==> src/rtl/imm_gen_pipe.sv <==
// Pipelined RISC-V immediate generator (RV32/RV64) with a 2-entry skid buffer.
// Optional illegal-instruction counter: define IMM_GEN_ILLEGAL_CNT_EN.
module imm_gen_pipe #(
  parameter int XLEN       = 32,
  parameter int PASS_INSTR = 1
) (
  input  logic            clk,
  input  logic            reset,
  input  logic            in_valid,
  output logic            in_ready,
  input  logic [31:0]     in_instr,
  output logic            out_valid,
  input  logic            out_ready,
  output logic [XLEN-1:0] out_imm,
  output logic [2:0]      out_type,
  output logic            out_illegal,
`ifdef IMM_GEN_ILLEGAL_CNT_EN
  output logic [31:0]     out_instr,
  input  logic            cnt_clear,
  output logic [15:0]     illegal_cnt
`else
  output logic [31:0]     out_instr
`endif
);

  if (!(XLEN == 32 || XLEN == 64)) begin : g_bad_xlen
    $error("imm_gen_pipe: XLEN must be 32 or 64");
  end

  localparam logic [2:0] T_R = 3'd0;
  localparam logic [2:0] T_I = 3'd1;
  localparam logic [2:0] T_S = 3'd2;
  localparam logic [2:0] T_B = 3'd3;
  localparam logic [2:0] T_U = 3'd4;
  localparam logic [2:0] T_J = 3'd5;
  localparam logic [2:0] T_Z = 3'd6;
  localparam logic [2:0] T_X = 3'd7;

  typedef struct packed {
    logic [XLEN-1:0] imm;
    logic [2:0]      typ;
    logic            illegal;
    logic [31:0]     instr;
  } bundle_t;

  typedef enum logic [1:0] {EMPTY = 2'd0, ONE = 2'd1, FULL = 2'd2} state_t;

  state_t  state;
  bundle_t dec;
  bundle_t m;
  bundle_t k;
  logic    in_xfer;
  logic    out_xfer;
  logic    rv64;

  assign in_xfer  = in_valid && in_ready;
  assign out_xfer = out_valid && out_ready;
  assign rv64     = (XLEN == 64);

  // Combinational decode of the incoming instruction into an output bundle.
  always_comb begin
    dec         = '0;
    dec.instr   = (PASS_INSTR != 0) ? in_instr : 32'd0;
    dec.typ     = T_X;
    dec.illegal = 1'b1;
    if (in_instr[1:0] == 2'b11) begin
      case (in_instr[6:0])
        7'b0110011: begin
          dec.typ = T_R; dec.illegal = 1'b0;
        end
        7'b0111011: begin
          if (rv64) begin
            dec.typ = T_R; dec.illegal = 1'b0;
          end else begin
            dec.typ = T_X; dec.illegal = 1'b1;
          end
        end
        7'b0000011, 7'b0010011, 7'b1100111, 7'b0001111: begin
          dec.imm = XLEN'($signed(in_instr[31:20]));
          dec.typ = T_I; dec.illegal = 1'b0;
        end
        7'b0011011: begin
          if (rv64) begin
            dec.imm = XLEN'($signed(in_instr[31:20]));
            dec.typ = T_I; dec.illegal = 1'b0;
          end else begin
            dec.typ = T_X; dec.illegal = 1'b1;
          end
        end
        7'b1110011: begin
          // funct3[2] selects the CSR forms that carry a 5-bit zimm in rs1.
          if (in_instr[14]) begin
            dec.imm = XLEN'(in_instr[19:15]);
            dec.typ = T_Z;
          end else begin
            dec.imm = XLEN'($signed(in_instr[31:20]));
            dec.typ = T_I;
          end
          dec.illegal = 1'b0;
        end
        7'b0100011: begin
          dec.imm = XLEN'($signed({in_instr[31:25], in_instr[11:7]}));
          dec.typ = T_S; dec.illegal = 1'b0;
        end
        7'b1100011: begin
          dec.imm = XLEN'($signed({in_instr[31], in_instr[7], in_instr[30:25],
                                   in_instr[11:8], 1'b0}));
          dec.typ = T_B; dec.illegal = 1'b0;
        end
        7'b0110111, 7'b0010111: begin
          dec.imm = XLEN'($signed({in_instr[31:12], 12'b0}));
          dec.typ = T_U; dec.illegal = 1'b0;
        end
        7'b1101111: begin
          dec.imm = XLEN'($signed({in_instr[31], in_instr[19:12], in_instr[20],
                                   in_instr[30:21], 1'b0}));
          dec.typ = T_J; dec.illegal = 1'b0;
        end
        default: begin
          dec.imm = '0; dec.typ = T_X; dec.illegal = 1'b1;
        end
      endcase
    end else begin
      dec.imm = '0; dec.typ = T_X; dec.illegal = 1'b1;
    end
  end

  // Skid-buffer control: M is the output register, K catches one extra entry.
  always_ff @(posedge clk or posedge reset) begin
    if (reset) begin
      state     <= EMPTY;
      out_valid <= 1'b0;
      in_ready  <= 1'b1;
      m         <= '0;
      k         <= '0;
    end else begin
      case (state)
        EMPTY: begin
          if (in_xfer) begin
            m         <= dec;
            out_valid <= 1'b1;
            state     <= ONE;
          end
        end
        ONE: begin
          if (out_xfer && in_xfer) begin
            m <= dec;
          end else if (out_xfer) begin
            out_valid <= 1'b0;
            state     <= EMPTY;
          end else if (in_xfer) begin
            k        <= dec;
            in_ready <= 1'b0;
            state    <= FULL;
          end
        end
        FULL: begin
          if (out_xfer) begin
            m        <= k;
            in_ready <= 1'b1;
            state    <= ONE;
          end
        end
        default: begin
          state     <= EMPTY;
          out_valid <= 1'b0;
          in_ready  <= 1'b1;
        end
      endcase
    end
  end

  assign out_imm     = m.imm;
  assign out_type    = m.typ;
  assign out_illegal = m.illegal;
  assign out_instr   = m.instr;

`ifdef IMM_GEN_ILLEGAL_CNT_EN
  // Saturating count of illegal bundles handed to the consumer; clear wins.
  always_ff @(posedge clk or posedge reset) begin
    if (reset) begin
      illegal_cnt <= 16'd0;
    end else if (cnt_clear) begin
      illegal_cnt <= 16'd0;
    end else if (out_xfer && m.illegal && (illegal_cnt != 16'hFFFF)) begin
      illegal_cnt <= illegal_cnt + 16'd1;
    end
  end
`endif

endmodule
==> config.mk <==
export PLATFORM = sky130hd
export DESIGN_NAME = imm_gen_pipe
export DESIGN_NICKNAME = d
export VERILOG_FILES = /design/src/rtl/imm_gen_pipe.sv
export SDC_FILE = /design/constraint.sdc
export NUM_CORES = 1
export LEC_CHECK = 0
export ABC_CLOCK_PERIOD_IN_PS = 6500
export BUFFER_PORTS_ARGS = -buffer_cell sky130_fd_sc_hd__buf_2
export CAP_MARGIN = 10
export CORE_MARGIN = 1
export CORE_UTILIZATION = 40
export DETAILED_ROUTE_END_ITERATION = 10
export GPL_TIMING_DRIVEN = 1
export SYNTH_ARGS = -nofsm -noshare
export SYNTH_HDL_FRONTEND = slang
export SYNTH_SLANG_ARGS = --single-unit
==> constraint.sdc <==
create_clock -name clk -period 6.5 [get_ports clk]
set_input_delay 1.3 -clock clk [delete_from_list [all_inputs] [get_ports clk]]
set_output_delay 1.3 -clock clk [all_outputs]
set_load 0.05 [all_outputs]
==> flow_summary.toml, run 1 <==
[yosys]
async_flop_share = 1.00
yosysUniqueCellTypes = 49
syn-cell-area_sq_mm = 0.00628
avgSynthCellArea_sq_um = 8.75
ys_warn_count = 0
synthFlopType = "dfrtp_1"
synth_seq_area_share = 0.558
yosys-top-cells-area = "dfrtp_1, nand2_1, a31oi_1"
synth_area_leader_cell = "dfrtp_1"
synthCells = 718
synth_edf_count = 0
syn_nets = 754
ys_seq_elements = 140
synth_top_cell_area_share = 0.553

[final_layout]
drive_above_1_share = 0.191
fill_cells = 1437
area.growth.synth_to_final_pct = 20.4
antennaDiodeCount = 0
multi_input_area_sq_mm = 0.00255
final_nets = 830
postLayoutCoreUtil = 0.496
regArea_sq_mm = 0.00350

[clock_tree]
clk_root_buffer_cell = "clkbuf_16"
clockBufferDepth = 2
cts_sinks = 140
cts_made_buffers = 17
cts_resized = 0
clk_pin_slew_ns = 0.06
cts_setup_buffers = 0
cts_htree_levels = 4
clkLatencyLatePin_ns = 0.42
cts_tree = "done"
postCtsHoldBufs = 0

[die]
coreArea_sq_mm = 0.0153
fp.dieW_um = 127
die_h_um = 127
initial_core_util = 0.412
ios = 106
dieArea_sq_mm = 0.0162
row_count = 45

[setup_path]
crit_chain = "buf_2, nand4b_1, o21ai_4, buf_4, o22ai_1, a31oi_1"
critical-path-max-stage-delay_ns = 0.66
path_class = "input pin to flip-flop"
worstSetupEndpointType = "flip-flop"
crit_required_ns = 6.83
worstPathArrival_ns = 3.76
cp_slowest_cell = "o21ai_4"
crit_family = "compound AO/OA/AOI/OAI gates"
crit_path_max_fanout = 61
crit_buf_inv = 2
start_kind = "input pin"

[power]
powerDensity_mw_per_mm2 = 263
vdd_ir_drop_max_mv = 0.195
p_leak_nw = 3.76

[timing]
setup_viol = 0
finalCritPeriodShare = 0.527
worstMarginPinSlew_ns = 1.12
max_slew_margin = 0.255
final_max_slew_viol_count = 0
fin_crit_ns = 3.43
rsz0062_at_grt = "false"
finalHoldViolCount = 0
fmax_mhz = 292
fin_tns_setup_ns = 0
clock_skew_ns = 0.00582

[global_routing]
grt_antenna_before_repair = 0
grt_use_total = 0.223
grt_pass1_vias = 5272
grt_overflow = 0
grt_pass1_wl_um = 27900
grt_max_degree = 81

[detailed_routing]
routed_wirelength_um = 17000
postRouteAntennaNets = 0
num_vias = 5538
drc = 0
routedWlPerCell_um = 16.7
drt_first_pass_iters = 5
drt_iter0_markers = 353
viasPerCell = 5.44

[placed_design]
io_buffers = 105
post-dp-hpwl_um = 11200
gp_congestion = 0.846

[hold_path]
hold_path.class = "flip-flop to flip-flop"

[run_status]
status = "complete, no violations"

[job]
maxCapViolations = 0
## synth_stat cells (all sizes together) (3+ instances only)
cell type,n
and2,4
nand3b,4
nor2,82
o21a,4
nand3,5
or3,3
buf,20
inv,3
a21oi,33
nor3,22
clkbuf,36
dfrtp,139
a211oi,8
a31oi,71
o21bai,9
o21ai,16
o2bb2ai,7
nand2,209
o22ai,12
nor2b,3
## stage by stage
stage,cell area (sq um),hold WS (ns),setup WS (ns),power [mW],std cells
detailed placement,6930,0.462,2.63,0.959,986
finish,7560,0.476,3.07,1.99,1018
global placement,6930,0.459,2.69,0.958,986
CTS,7560,0.479,3.08,2.01,1018
floorplan,6280,0.446,1.45,0.925,718
global route,7560,0.503,2.86,2.05,1018
## cell families (layout without fill, tap and decap cells)
| family | Yosys count | count (layout) | share of synthesized area |
|---|---|---|---|
| compound gates | 173 | 173 | 0.176 |
| buf+inv | 59 | 148 | 0.0390 |
| flops | 140 | 140 | 0.558 |
| simple gates | 346 | 346 | 0.227 |
## routing by layer
| layer | track usage | wire length, um | vias to the layer above |
|---|---|---|---|
| li1 | - | - | 2642 |
| met1 | 0.306 | 7920 | 2719 |
| met2 | 0.356 | 7980 | 157 |
| met3 | 0.0473 | 865 | 20 |
| met4 | 0.0707 | 255 | 0 |
| met5 | 0 | 0 | - |
## worst min-delay path, delay by kind of cell (launching register included)
kind	cells	cell delay (ns)
and+or+nand+nor	2	0.10
DFF	1	0.34
## cell usage in the layout (no fill, tap or decap), types with 2 or more instances in the layout
cell type  synthesis  routed
nand3b_1           4       4
buf_4              0       8
buf_2             19     105
nand4b_1           2       2
o21a_1             4       4
clkbuf_8           0       5
nor2b_1            3       2
nor3_1            22      22
o22ai_1           12      12
and2_1             3       2
nor2_1            82      81
o21bai_1           9       9
a31oi_1           71      71
nand2_1          209     209
a211oi_1           8       8
clkinv_2           0       2
o22a_1             2       2
o21ai_0           15      14
dfrtp_1          139     139
a21oi_1           33      33
clkbuf_1          36       4
nor4_1             2       2
or3_1              2       2
nand3_1            5       5
clkbuf_16          0      17
bufinv_16          0       4
o2bb2ai_1          7       7
## state kept, by name (all words and copies together), names as in the netlist
register     cells
out_imm         32
out_type         3
out_instr       32
in_ready         1
out_illegal      1
state            2
k               68
out_valid        1
## where the power goes
group          internal (mW)  switching [mW]  leakage [nW]
clock network          0.693           0.355         0.315
registers              0.872               0          1.95
logic                 0.0177          0.0539          1.49
total                   1.58           0.408          3.76
## worst paths after layout
check | slack [ns] | end | depth (start not counted) | start
worst max-delay path | 3.07 | out_imm[25] | 6 | out_ready
worst min-delay path | 0.48 | k[2] | 2 | k[2]
worst max register to register | 3.54 | out_imm[25] | 5 | state[0]
worst min register to register | 0.48 | k[2] | 2 | k[2]
max in group asynchronous | 4.23 | out_instr[5] | 3 | reset
min in group asynchronous | 1.00 | out_imm[25] | 2 | reset
## cell type report
class,instances,area share
clock buffers,26,0.0673
multi-input cells,519,0.338
well taps,211,0.0349
flip-flops and latches,140,0.463
clock inverters,6,0.0172
inverters,3,0.00215
repair buffers,113,0.0774
Power figures use the tool's default switching activity.
==> inputs of run 2 (changes only) <==
--- a/config.mk
+++ b/config.mk
@@ -5,7 +5,7 @@
 export SDC_FILE = /design/constraint.sdc
 export NUM_CORES = 1
 export LEC_CHECK = 0
-export ABC_CLOCK_PERIOD_IN_PS = 6500
+export ABC_CLOCK_PERIOD_IN_PS = 3400
 export BUFFER_PORTS_ARGS = -buffer_cell sky130_fd_sc_hd__buf_2
 export CAP_MARGIN = 10
 export CORE_MARGIN = 1
==> constraint.sdc (replaced) <==
create_clock -name clk -period 3.4 [get_ports clk]
set_input_delay 0.68 -clock clk [delete_from_list [all_inputs] [get_ports clk]]
set_output_delay 0.68 -clock clk [all_outputs]
set_load 0.05 [all_outputs]
==> run 2 against run 1 <==
Against the previous run: combinational power grew 94%; clock-buffer cell count shrank 3; total power grew 85%; largest power group unchanged; cell area grew 0.50%.
==> flow_summary.toml, run 2 (same netlist as run 1, synthesis figures left out) <==
[setup_path]
crit_path_frequent_cell = "nand2_1"
worstSetupEndpointType = "flip-flop"
crit_chain = "nand2_1, nor2_1, nand2_1, buf_4, or3_4, o32a_1"
crit_path_max_fanout = 24
crit_buf_inv = 1
critical-path-max-stage-delay_ns = 0.56
crit_family = "simple AND/OR/NAND/NOR gates"
cp_slowest_cell = "dfstp_2"
path_class = "flip-flop to flip-flop"
crit_required_ns = 3.71
worstPathArrival_ns = 2.49
start_kind = "flip-flop"

[clock_tree]
cts_sinks = 140
cts_setup_buffers = 0
clk_root_buffer_cell = "clkbuf_16"
cts_htree_levels = 4
cts_resized = 0
cts_made_buffers = 17
postCtsHoldBufs = 0
clockBufferDepth = 2
cts_tree = "done"
clkLatencyLatePin_ns = 0.42
clk_pin_slew_ns = 0.06

[global_routing]
grt_use_met1 = 0.313
grt_pass1_vias = 5268
grt_use_total = 0.224
grt_pass1_wl_um = 27900
grt_use_met3 = 0.0578
busiest_layer = "met2"
grt_max_degree = 102
grt_antenna_before_repair = 0
grt_overflow = 0
grtUsageMet2 = 0.348

[power]
combPwrFrac = 0.038
switching_share = 0.218
clockPowerShare = 0.510
internal_power_mw = 2.88
p_sw_mw = 0.804
powerDensity_mw_per_mm2 = 485
seqPwrFrac = 0.453
vdd_ir_drop_max_mv = 0.325
p_leak_nw = 3.77

[timing]
fmax_mhz = 459
fin_tns_setup_ns = 0
setup_viol = 0
finalHoldViolCount = 0
final_max_slew_viol_count = 0
fin_crit_ns = 2.18
finalCritPeriodShare = 0.641
rsz0062_at_grt = "false"
max_slew_margin = 0.257
worstMarginPinSlew_ns = 1.11
clock_skew_ns = 0.00521

[final_layout]
largest_reg_flops = 68
area.growth.synth_to_final_pct = 21.0
finalInstanceArea_sq_mm = 0.00760
drive_above_1_share = 0.200
final_nets = 836
antennaDiodeCount = 0
final_cell_mix = "nand2_1, dfrtp_1, buf_2, nor2_1, a31oi_1"
layout_commonest_cell = "nand2_1"
regMostFlops = "k"

[die]
die_h_um = 127
coreArea_sq_mm = 0.0153
fp.dieW_um = 127
row_count = 45
dieArea_sq_mm = 0.0162
initial_core_util = 0.412
ios = 106

[hold_path]
hold_path.class = "input pin to async pin"

[job]
maxCapViolations = 0

[detailed_routing]
drt_first_pass_iters = 4
routedWlPerCell_um = 16.6
drt_iter0_markers = 411
routed_wirelength_um = 17000
viasPerCell = 5.37
drc = 0
num_vias = 5494
postRouteAntennaNets = 0

[placed_design]
post-dp-hpwl_um = 11300
place_area_sq_mm = 0.00699
gp_congestion = 0.823
io_buffers = 105

[run_status]
status = "complete, no violations"
==> run 2: layout make-up <==
type / count / area [sq um]
Clock buffer: 23 / 498
Clock inverter: 9 / 110
Fill cell: 1464 / 7660
Inverter: 3 / 15.0
Multi-Input combinational cell: 519 / 2550
Sequential cell: 140 / 3500
Tap cell: 211 / 264
Timing Repair Buffer: 119 / 656
==> run 2: routing by layer <==
metal  wire [um]  vias to the layer above
met2        8020                      156
met1        7950                     2682
li1            -                     2647
met5           0                        -
met3         927                        9
met4         121                        0
==> run 2: path summary, 6_finish.rpt <==
check / from / end / slack (ns) / cells after the start
min in group clk: k[3] / k[3] / 0.48 / 2
worst min-delay path: reset / k[63] / 0.17 / 2
worst max register to register: in_ready / k[33] / 1.22 / 6
worst max-delay path: in_ready / k[33] / 1.22 / 6
max in group asynchronous: reset / out_instr[9] / 2.30 / 3
worst min register to register: k[3] / k[3] / 0.48 / 2
==> run 2: power by group through the flow <==
stage | logic [mW] | clock network [mW] | registers (mW)
final | 0.139 | 1.88 | 1.67
after global routing | 0.158 | 2.00 | 1.67
after CTS | 0.141 | 1.92 | 1.67
after detailed placement | 0.140 | 0 | 1.70
after global placement | 0.138 | 0 | 1.70
after floorplan | 0.0727 | 0 | 1.70
==> run 2: metrics by stage <==
step	hold WS, ns	worst slack, ns	util	instances	power, mW
after floorplan	0.446	0.972	-	718	1.77
after global placement	0.458	0.957	0.458	992	1.83
after detailed placement	0.463	0.928	0.458	992	1.84
after CTS	0.154	1.22	0.498	1024	3.72
after global routing	0.162	1.08	0.498	1024	3.83
final	0.170	1.22	0.498	1024	3.68
==> inputs of run 3 (changes only) <==
--- a/config.mk
+++ b/config.mk
@@ -5,7 +5,7 @@
 export SDC_FILE = /design/constraint.sdc
 export NUM_CORES = 1
 export LEC_CHECK = 0
-export ABC_CLOCK_PERIOD_IN_PS = 3400
+export ABC_CLOCK_PERIOD_IN_PS = 2000
 export BUFFER_PORTS_ARGS = -buffer_cell sky130_fd_sc_hd__buf_2
 export CAP_MARGIN = 10
 export CORE_MARGIN = 1
==> constraint.sdc (replaced) <==
create_clock -name clk -period 2 [get_ports clk]
set_input_delay 0.4 -clock clk [delete_from_list [all_inputs] [get_ports clk]]
set_output_delay 0.4 -clock clk [all_outputs]
set_load 0.05 [all_outputs]
==> run 3 against run 2 <==
Against the previous run: total power up 64%; critical path type unchanged; critical path depth fell by 1; sequential share of layout area shrank 1.4 points; die area stayed put; clock-buffer cell count unchanged; clock skew about the same; largest cell class unchanged; combinational power grew 100%; global-route usage rose by 0.72 points; register-to-register slack lost 1.1 ns.
==> flow_summary.toml, run 3 (same netlist as run 1, synthesis figures left out) <==
[run_status]
status = "complete, no violations"

[power]
p_sw_mw = 1.32
clockPowerShare = 0.484
internal_power_mw = 4.71
seqPwrFrac = 0.470
vdd_ir_drop_max_mv = 0.605
p_leak_nw = 3.91
powerDensity_mw_per_mm2 = 770
combPwrFrac = 0.047
switching_share = 0.219

[placed_design]
place_area_sq_mm = 0.00728
gp_congestion = 0.885
post-dp-hpwl_um = 12400
place_inst = 1017
io_buffers = 105

[timing]
hold-worst-slack_ns = 0.0940
finalHoldViolCount = 0
fin_crit_ns = 1.91
worstMarginPinSlew_ns = 0.700
clock_skew_ns = 0.00554
rsz0062_at_grt = "false"
max_slew_margin = 0.532
fmax_mhz = 523
finalCritPeriodShare = 0.956
setup_viol = 0
final_max_slew_viol_count = 0

[setup_path]
worstPathArrival_ns = 2.25
crit_path_max_fanout = 9
path_class = "flip-flop to flip-flop"
start_kind = "flip-flop"
worstSetupEndpointType = "flip-flop"
crit_required_ns = 2.34

[die]
die_h_um = 127
coreArea_sq_mm = 0.0153
ios = 106
dieArea_sq_mm = 0.0162
fp.dieW_um = 127
initial_core_util = 0.412
row_count = 45

[global_routing]
grt_pass1_wl_um = 28700
grt_max_degree = 65
grt_antenna_before_repair = 0
grt_use_total = 0.231
grt_pass1_vias = 5225
grt_overflow = 0

[job]
maxCapViolations = 0

[hold_path]
hold_path.class = "input pin to async pin"

[detailed_routing]
drc = 0
drt_iter0_markers = 478
routed_wirelength_um = 17800
routedWlPerCell_um = 17.0
drt_first_pass_iters = 5
postRouteAntennaNets = 0
num_vias = 5655
viasPerCell = 5.40

[final_layout]
regArea_sq_mm = 0.00350
area.growth.synth_to_final_pct = 24.6
instances_no_fill = 1047
layout_commonest_cell = "nand2_1"
final_nets = 861
fill_cells = 1429
regMostFlops = "k"
multi_input_area_sq_mm = 0.00256
final_cell_mix = "nand2_1, dfrtp_1, buf_2, nor2_1, a31oi_1"
antennaDiodeCount = 0
drive_above_1_share = 0.222
largest_reg_flops = 68
finalInstanceArea_sq_mm = 0.00783

[clock_tree]
cts_sinks = 140
cts_tree = "done"
clkLatencyLatePin_ns = 0.42
cts_htree_levels = 4
cts_setup_buffers = 0
cts_resized = 0
cts_made_buffers = 17
clk_pin_slew_ns = 0.06
clk_root_buffer_cell = "clkbuf_16"
clockBufferDepth = 2
postCtsHoldBufs = 0
run 3: worst paths after layout:
check / cells after the start / startpoint / endpoint / slack (ns)
setup / recovery: 5 / state[1] / out_imm[9] / 0.09
hold / removal: 2 / reset / k[50] / 0.09
setup reg to reg: 5 / state[1] / out_imm[9] / 0.09
hold reg to reg: 2 / k[14] / k[14] / 0.47
max in group asynchronous: 3 / reset / in_ready / 1.25
min in group clk: 3 / in_instr[9] / k[9] / 0.21
run 3: through the flow:
step	utilization	power, mW	worst slack (ns)	setup TNS, ns
floorplan	-	3.01	-0.148	-20.61
global placement	0.477	3.16	0.0390	0
detailed placement	0.477	3.17	-0.0300	-0.125
CTS	0.513	6.08	0.0893	0
global route	0.513	6.26	0.00113	0
finish	0.513	6.03	0.0884	0
run 3: cell type report:
| class | count | area share |
|---|---|---|
| flip-flops and latches | 140 | 0.447 |
| multi-input cells | 519 | 0.327 |
| repair buffers | 144 | 0.120 |
| clock buffers | 23 | 0.0610 |
| well taps | 211 | 0.0337 |
| clock inverters | 7 | 0.00847 |
| inverters | 3 | 0.00192 |
run 3: power by group through the flow:
stage          Combinational [mW]  Sequential [mW]  Clock [mW]
6_report                    0.281             2.83        2.92
5_1_grt                     0.313             2.83        3.11
4_1_cts                     0.283             2.83        2.97
2_1_floorplan               0.124             2.89           0
3_3_place_gp                0.278             2.88           0
3_5_place_dp                0.282             2.88           0
run 3: worst max-delay path, stage by stage, from the launching register on:
cell       delay, ns
dfrtp_1         0.48
nand3b_1        0.33
nor2_2          0.22
nand2_1         0.09
o2bb2ai_1       0.53
o2bb2ai_1       0.19
run 3: routing by layer:
metal / part of all wire / track usage / vias up
met2: 0.49 / 0.367 / 202
met5: 0 / 0 / -
li1: - / - / 2694
met3: 0.052 / 0.0440 / 25
met4: 0.018 / 0.0854 / 0
met1: 0.44 / 0.316 / 2734
